File: src/rtl/clk_div_mon_pkg.sv
// Shared types and limits for the divided-clock monitor.
package clk_div_mon_pkg;

  typedef enum logic [1:0] {IDLE, ACQUIRE, TRACK, LOCKED} mon_state_e;

  localparam int SYNC_MAX = 3;

endpackage

File: src/rtl/edge_sync_detect.sv
// Synchronises the divided clock into the clk domain and flags its rising edges.
module edge_sync_detect
  import clk_div_mon_pkg::*;
#(
  parameter int SYNC_STAGES = 2
) (
  input  logic clk,
  input  logic rst,
  input  logic din,
  output logic s,
  output logic rise
);

  logic [SYNC_STAGES-1:0] sync_q;
  logic                   s_d;

  if (SYNC_STAGES < 1 || SYNC_STAGES > SYNC_MAX) begin : g_bad_stages
    $error("edge_sync_detect: SYNC_STAGES must be 1..%0d", SYNC_MAX);
  end

  always_ff @(posedge clk or posedge rst) begin
    if (rst) begin
      sync_q <= '0;
      s_d    <= 1'b0;
    end else begin
      sync_q[0] <= din;
      for (int i = 1; i < SYNC_STAGES; i++) begin
        sync_q[i] <= sync_q[i-1];
      end
      s_d <= sync_q[SYNC_STAGES-1];
    end
  end

  assign s    = sync_q[SYNC_STAGES-1];
  assign rise = s & ~s_d;

endmodule

File: src/rtl/clk_div_monitor.sv
// Measures period and high time of a divided clock and tracks lock against an
// expected period, with sticky mismatch and timeout flags.
//
//   state   | meaning
//   IDLE    | disabled, counters cleared, no lock
//   ACQUIRE | waiting for the first rising edge to start counting
//   TRACK   | capturing periods, counting consecutive matches
//   LOCKED  | LOCK_COUNT matches seen; any mismatch drops back to TRACK
module clk_div_monitor
  import clk_div_mon_pkg::*;
#(
  parameter int CNT_W       = 8,
  parameter int SYNC_STAGES = 2,
  parameter int LOCK_COUNT  = 4
) (
  input  logic             clk,
  input  logic             rst,
  input  logic             enable_i,
  input  logic             div_clk_i,
  input  logic [CNT_W-1:0] exp_period_i,
  input  logic [1:0]       tol_i,
  input  logic             err_clr_i,
  output logic [CNT_W-1:0] period_o,
  output logic [CNT_W-1:0] high_o,
  output logic             meas_valid_o,
  output logic             lock_o,
  output logic             err_mismatch_o,
  output logic             err_timeout_o
);

  localparam logic [CNT_W-1:0] CNT_MAX = '1;
  localparam int               MC_W    = $clog2(LOCK_COUNT + 1);
  localparam logic [MC_W-1:0]  MC_LOCK = MC_W'(LOCK_COUNT);

  mon_state_e       state_q;
  logic [CNT_W-1:0] pcnt;
  logic [CNT_W-1:0] hcnt;
  logic [MC_W-1:0]  match_cnt;
  logic [CNT_W:0]   diff;
  logic             s;
  logic             rise;
  logic             run;
  logic             measuring;
  logic             capture;
  logic             timeout;
  logic             match;
  logic             set_mismatch;

  edge_sync_detect #(
    .SYNC_STAGES(SYNC_STAGES)
  ) u_edge_sync_detect (
    .clk (clk),
    .rst (rst),
    .din (div_clk_i),
    .s   (s),
    .rise(rise)
  );

  assign run          = enable_i && (state_q != IDLE);
  assign measuring    = run && ((state_q == TRACK) || (state_q == LOCKED));
  assign capture      = measuring && rise;
  // A rise on a saturated count is still a legal 2^CNT_W-1 period.
  assign timeout      = measuring && !rise && (pcnt == CNT_MAX);
  assign set_mismatch = capture && !match && (state_q == LOCKED);

  always_comb begin
    if (pcnt >= exp_period_i) begin
      diff = {1'b0, pcnt} - {1'b0, exp_period_i};
    end else begin
      diff = {1'b0, exp_period_i} - {1'b0, pcnt};
    end
  end

  assign match = diff <= {{(CNT_W-1){1'b0}}, tol_i};

  always_ff @(posedge clk or posedge rst) begin
    if (rst) begin
      pcnt <= '0;
      hcnt <= '0;
    end else if (!run) begin
      pcnt <= '0;
      hcnt <= '0;
    end else if (rise) begin
      pcnt <= CNT_W'(1);
      hcnt <= CNT_W'(1);
    end else begin
      if (pcnt != CNT_MAX) pcnt <= pcnt + CNT_W'(1);
      if (s && (hcnt != CNT_MAX)) hcnt <= hcnt + CNT_W'(1);
    end
  end

  always_ff @(posedge clk or posedge rst) begin
    if (rst) begin
      state_q   <= IDLE;
      lock_o    <= 1'b0;
      match_cnt <= '0;
    end else if (!enable_i) begin
      state_q   <= IDLE;
      lock_o    <= 1'b0;
      match_cnt <= '0;
    end else begin
      case (state_q)
        IDLE: state_q <= ACQUIRE;
        ACQUIRE: begin
          if (rise) begin
            state_q   <= TRACK;
            match_cnt <= '0;
          end
        end
        TRACK: begin
          if (timeout) begin
            state_q <= ACQUIRE;
            lock_o  <= 1'b0;
          end else if (capture) begin
            if (!match) begin
              match_cnt <= '0;
            end else if ((match_cnt + MC_W'(1)) == MC_LOCK) begin
              match_cnt <= MC_LOCK;
              state_q   <= LOCKED;
              lock_o    <= 1'b1;
            end else begin
              match_cnt <= match_cnt + MC_W'(1);
            end
          end
        end
        LOCKED: begin
          if (timeout) begin
            state_q <= ACQUIRE;
            lock_o  <= 1'b0;
          end else if (capture && !match) begin
            state_q   <= TRACK;
            lock_o    <= 1'b0;
            match_cnt <= '0;
          end
        end
        default: begin
          state_q <= IDLE;
          lock_o  <= 1'b0;
        end
      endcase
    end
  end

  always_ff @(posedge clk or posedge rst) begin
    if (rst) begin
      period_o     <= '0;
      high_o       <= '0;
      meas_valid_o <= 1'b0;
    end else begin
      meas_valid_o <= capture;
      if (capture) begin
        period_o <= pcnt;
        high_o   <= hcnt;
      end
    end
  end

  // Set beats clear when both arrive in the same cycle.
  always_ff @(posedge clk or posedge rst) begin
    if (rst) begin
      err_mismatch_o <= 1'b0;
      err_timeout_o  <= 1'b0;
    end else begin
      if (set_mismatch)   err_mismatch_o <= 1'b1;
      else if (err_clr_i) err_mismatch_o <= 1'b0;
      if (timeout)        err_timeout_o  <= 1'b1;
      else if (err_clr_i) err_timeout_o  <= 1'b0;
    end
  end

endmodule

File: config.mk
export PLATFORM = sky130hd
export DESIGN_NAME = clk_div_monitor
export DESIGN_NICKNAME = d
export VERILOG_FILES = /design/src/rtl/clk_div_mon_pkg.sv /design/src/rtl/edge_sync_detect.sv /design/src/rtl/clk_div_monitor.sv
export SDC_FILE = /design/constraint.sdc
export NUM_CORES = 1
export LEC_CHECK = 0
export ABC_AREA = 0
export CORE_UTILIZATION = 45
export CTS_CLUSTER_SIZE = 16
export DETAILED_ROUTE_END_ITERATION = 8
export PLACE_DENSITY = 0.63
export SYNTH_ARGS = -nofsm -noshare
export SYNTH_HDL_FRONTEND = slang
export SYNTH_HIERARCHICAL = 1
export SYNTH_SLANG_ARGS = --single-unit
File: constraint.sdc
create_clock -name clk -period 4.8 [get_ports clk]
set_input_delay 1.44 -clock clk [delete_from_list [all_inputs] [get_ports clk]]
set_output_delay 1.44 -clock clk [all_outputs]
set_load 0.02 [all_outputs]
---- Yosys cells after proc, flatten, opt, wreduce, memory -nomap -nowiden ----
Cells that the tools add are included.
storage, ports and cells
  bits in registers ....................... 44
  bits in latches ......................... 0
  bits in writable memories ............... 0
  ROM bits ................................ 0
  input port bits ......................... 15
  memories ................................ 0
cells by class
  $add $sub $neg .......................... 5
  $mul .................................... 0
  divide/modulo/power cells ............... 0
  order comparisons ....................... 2
  eq/ne operators ......................... 20
  shift-type cells ........................ 0
  muxes and demuxes ....................... 36
  bitwise operators ....................... 2
  reductions and logical operators ........ 18
operator list
  operator             count
  $mux 8               6
  $mux 3               8
  $sub 8x8->9          2
  $add 8x1->8 const B  2
  $mux 2               8
  $ne 8x8->1 const B   2
  $ne 3x3->1 const B   5
  $ne 4x4->1 const B   3
  $mux 1               10
  $reduce_and 5->1     2
  $le 9x2->1           1
  $mux 9               1
  $pmux 3 s3           1
  $eq 8x8->1 const B   1
  $ge 8x8->1           1
  $logic_and 1x1->1    8
  $pmux 2 s4           1
  $ne 3x2->1 const B   2
  $reduce_and 6->1     1
  $reduce_bool 2->1    3
  $eq 2x2->1 const B   2
  $ne 4x1->1 const B   1
  $ne 4x3->1 const B   1
  $add 3x1->3 const B  1
  other kinds (9)      10

---- Longest topological paths before layout ----
  depth after elaboration ................. 9
  gate-level depth with buffers ........... 16
  gate-level depth less buffers ........... 15

---- By module ----
The synthesis kept the hierarchy.
by module, submodules not included
  module            times used  cells an instance  area an instance (sq um)
  clk_div_monitor   1           306                2773.9
  edge_sync_detect  1           5                  92.6

---- Worst setup path after synthesis ----
OpenSTA, ideal clock, no wires.
  path type ............................... input to register
  from .................................... input port exp_period_i[2]
  to ...................................... register match_cnt[1]
  setup time .............................. 0.073 ns
  arrival ................................. 4.609 ns
  path slack .............................. 0.118 ns
  stages on the path ...................... 16
  path buffers ............................ 1
  cell sequence ........................... inv_1 ha_1 buf_6 o21ai_2 a21oi_2 o311a_1 or3_1 mux2_2 ha_1 nor2b_1 o21ai_0 o211ai_1 a211oi_1 or4b_4 a22o_1 a21boi_2
on the way
  cells in the longest elaborated chain, start to end .. 8
  elaborated cells on any way between the ends .. 14
  those cells by class .................... 2 x add/sub; 2 x order compare; 1 x eq/ne; 6 x mux; 3 x reduce/logical
ends and longest elaborated chain
  element                                    RTL line                text
  start, declared                            clk_div_monitor.sv:20   input logic [CNT_W-1:0] exp_period_i,
  $sub 8x8->9, or another cell as far along  clk_div_monitor.sv:70   diff = {1'b0, exp_period_i} - {1'b0, pcnt};
  $mux 9 *                                   clk_div_monitor.sv:67   if (pcnt >= exp_period_i) begin
  $le 9x2->1 *                               clk_div_monitor.sv:74   assign match = diff <= {{(CNT_W-1){1'b0}}, tol_i};
  $mux 3                                     clk_div_monitor.sv:115  if (!match) begin
  $mux 3                                     clk_div_monitor.sv:114  end else if (capture) begin
  $mux 3                                     clk_div_monitor.sv:111  if (timeout) begin
  $pmux 3 s3                                 clk_div_monitor.sv:102  case (state_q)
  $mux 3                                     clk_div_monitor.sv:97   end else if (!enable_i) begin
  end signal, assigned                       clk_div_monitor.sv:122  match_cnt <= match_cnt + MC_W'(1);
  end, declared                              clk_div_monitor.sv:38   logic [MC_W-1:0] match_cnt;
Every way passes the cells marked *; elsewhere a longest branch is shown, timed or not. The select of a mux whose other input is x is not followed.
A chain may end at the register's enable or synchronous reset.

---- Worst setup path after layout ----
  from .................................... input port exp_period_i[6]
  to ...................................... register match_cnt[1]
The elaborated chain is that of the path after synthesis.

==> run metrics <==
outcome finished, final reports clean; RSZ-0062 raised after global routing no; largest net degree at the start of global routing 42; Layout Cells excl Fill ~450; Critical path origin exp_period_i[6]; Final Total Pwr about 810 uW; Via density 5.26; Pleak around 0.0017 uW; Initial Utilization 47.6%; worst hold path type reg2reg; Sw Share around a quarter; worst hold slack 0.354 ns; Via Count ~2400; Worst slew margin 39.1%; final setup vio count 0; H-tree levels 2; die area roughly 6700 um2; Num CTS Buffers 5; combinational fraction of design power ~18%; DP HPWL roughly 4800 um; routed length per instance roughly 14 um; Yosys cell types 56; Mapped Avg Cell Area 9.22 um2; crit path DAT approximately 4.9 ns; Final min period 4.66 ns; GR Util All Layers a little over a fifth; Synth Net Count between 300 and 400; actual slew at the worst max-slew pin ~0.91 ns; fmax 215 MHz; sequential share of power around 48%; Mapped Cells between 300 and 400; #FFs+latches synth 44; vias in the first global route 2298; Cell Rows 28; nets a little over 400; critical path required time 5.03 ns; Cells after DPL 441; # hold bufs at CTS 0; WL final ~6600 um; CP max FO 6; CTS Buffer Depth 2; Final GP Congestion 0.852; Switch Pwr ~200 uW; Overflow after GRT 0; global-route wire length before repair approximately 11000 um; max-cap violations 0; die height roughly 80 um; Worst setup SP type primary input; drt pass-1 iters 4; root buffer cell clkbuf_8; die extent in x roughly 80 um; Power per Cell Area 216 nW/um2; Syn. warnings 6; CP endpoint kind register; IO buf count 34; HP Start u_edge_sync_detect/sync_q[0]; Layout Skew 0.00538 ns; VDD IR max ~0.26 mV; diode count 0; EDFF count, synth 0; CTS sink count 44; clock power share about 34%; Hold Path End u_edge_sync_detect/sync_q[1]; final hold violations 0; Synth Flop Type dfrtp_1; I/O pin cnt 35; fraction of layout instances using a drive strength above 1 ~22%; CTS clk-pin slew, worst paths around 0.080 ns; area of the mapped netlist ~2900 um2; Internal ~610 uW; max-slew violations 0; Layout Utilization roughly 62%; Final period util between 90% and 100%; R2R Path End match_cnt[1]; Final TNS setup 0 ns; reg2reg start pcnt[1]; Routed Antenna Nets 0; ys async rst share between 90% and 100%; Worst-Skew Late Latency 0.29 ns; antenna violations before repair 0; crit path kind in2reg; # DRC 0; register area share after synthesis 38.4%; Min-Delay Path Depth 0; CTS tree yes; core footprint between 6000 and 7000 um2; Reg2Reg Depth 14; Initial DRC Count approximately 120; Area growth syn-to-layout 30.4%; r2r setup slk slightly below 1 ns
==> cell type report <==
type                            instances  area (um2)
Multi-Input combinational cell        225        1710
Clock inverter                          2        35.0
Fill cell                             513        2290
Inverter                               29         109
Tap cell                               75        93.8
Clock buffer                            6        72.6
Sequential cell                        44        1100
Timing Repair Buffer                   71         619
==> flip-flops by register name (all words and copies together), names as in the netlist <==
name and count:
pcnt 8, u_edge_sync_detect/s_d 1, err_timeout_o 1, high_o 8
u_edge_sync_detect/sync_q 2, meas_valid_o 1, period_o 8, state_q 2
lock_o 1, err_mismatch_o 1, match_cnt 3, hcnt 8
==> placed cells by master, fill, tap and decap left out, drive strengths merged, types with 3 or more instances in the layout <==
cell and count:
nand4 6, mux2i 6, ha 22, xnor2 8, buf 37, nand3 10, a21oi 10, a31oi 3
mux2 9, o22ai 4, nand2 28, o21ai 19, o21bai 3, inv 29, a211oi 5, a31o 3
o211ai 3, clkdlybuf4s50 29, xor2 8, dfrtp 44, nor2b 6, clkbuf 6, a22o 3, dlygate4sd2 3
nor2 26, and3 6, nor3 5, nand2b 3
==> power groups by stage <==
stage / Combinational, uW / Sequential [uW] / Clock, uW
2_1_floorplan: 79.7 / 392 / 0
3_3_place_gp: 131 / 394 / 0
3_5_place_dp: 131 / 394 / 0
4_1_cts: 139 / 387 / 286
5_1_grt: 161 / 388 / 306
6_report: 145 / 387 / 276
==> critical path, stage by stage <==
cell and delay [ns]:
clkdlybuf4s50_1 0.47, inv_1 0.07, ha_4 0.24, a21oi_2 0.14, o22ai_1 0.09, or3_4 0.38, mux2_2 0.28, ha_1 0.28
nor2b_1 0.14, o21ai_2 0.13, o211ai_1 0.10, a211oi_1 0.19, or4b_4 0.51, a22o_1 0.26, a21boi_2 0.14
==> worst max path at each step <==
stage	to	slack, ns	depth (start not counted)
global route	match_cnt[1]	0.006	16
finish	match_cnt[1]	0.14	15
floorplan	match_cnt[1]	0.12	16
CTS	match_cnt[1]	0.005	16
global placement	match_cnt[1]	-0.44	16
detailed placement	match_cnt[1]	-0.59	16
==> layer usage <==
| metal | track usage, % | up-vias | wire, um |
|---|---|---|---|
| li1 | - | 1214 | - |
| met1 | 30.8 | 1121 | 3330 |
| met2 | 32.2 | 34 | 2990 |
| met3 | 4.33 | 7 | 196 |
| met4 | 4.04 | 0 | 41 |
| met5 | 0 | - | 0 |
==> Yosys cell counts (2+ instances only) <==
library cell,number,area (um2)
xnor2_1,8,70.1
nor4_1,2,12.5
nand3_1,10,50.1
nor2_1,26,97.6
o22ai_1,4,25.0
o2111ai_1,2,17.5
a31oi_1,3,18.8
nand4_1,6,37.5
inv_1,29,109
o21a_1,2,15.0
mux2_2,9,101
nand2b_1,3,18.8
and3_1,6,37.5
o211ai_1,3,22.5
a22o_1,2,17.5
fa_1,2,40.0
nand2_1,28,105
nor2b_1,5,31.3
o21ai_0,18,90.1
clkbuf_1,6,22.5
a21oi_1,9,45.0
a31o_2,3,26.3
nor3_1,5,25.0
mux2i_1,6,60.1
a211oi_1,5,37.5
o21bai_1,3,22.5
ha_1,22,275
xor2_1,8,70.1
dfrtp_1,44,1100
or3_1,2,12.5
or2b_1,2,15.0
buf_2,3,15.0
buf_4,2,15.0
==> metrics by stage <==
| step | worst slack [ns] | instance area [um2] |
|---|---|---|
| 2_1_floorplan | 0.118 | 2870 |
| 5_1_grt | 0.00565 | 3740 |
| 3_5_place_dp | -0.587 | 3480 |
| 6_report | 0.145 | 3740 |
| 3_3_place_gp | -0.443 | 3480 |
| 4_1_cts | 0.00490 | 3660 |
==> cell families (layout without fill, tap and decap cells) <==
family                   after synthesis  count (layout)  share of synthesized area [%]
AO/OA/AOI/OAI                         67              67                           15.8
XOR/XNOR                              16              16                           4.89
adder cells (fa/ha/maj)               24              24                           11.0
buffers and inverters                 42             108                           6.29
flip-flops                            44              44                           38.4
multiplexers                          15              15                           5.63
AND/OR/NAND/NOR                      103             103                           18.0
==> timing repair <==
action,in CTS,in global routing
pin swaps,4,9
endpoints found under the setup margin,6,6
hold endpoints to repair,0,0
buffers inserted,2,1
gates resized for setup,15,12
Note: power is estimated with default switching activity, not from simulation.
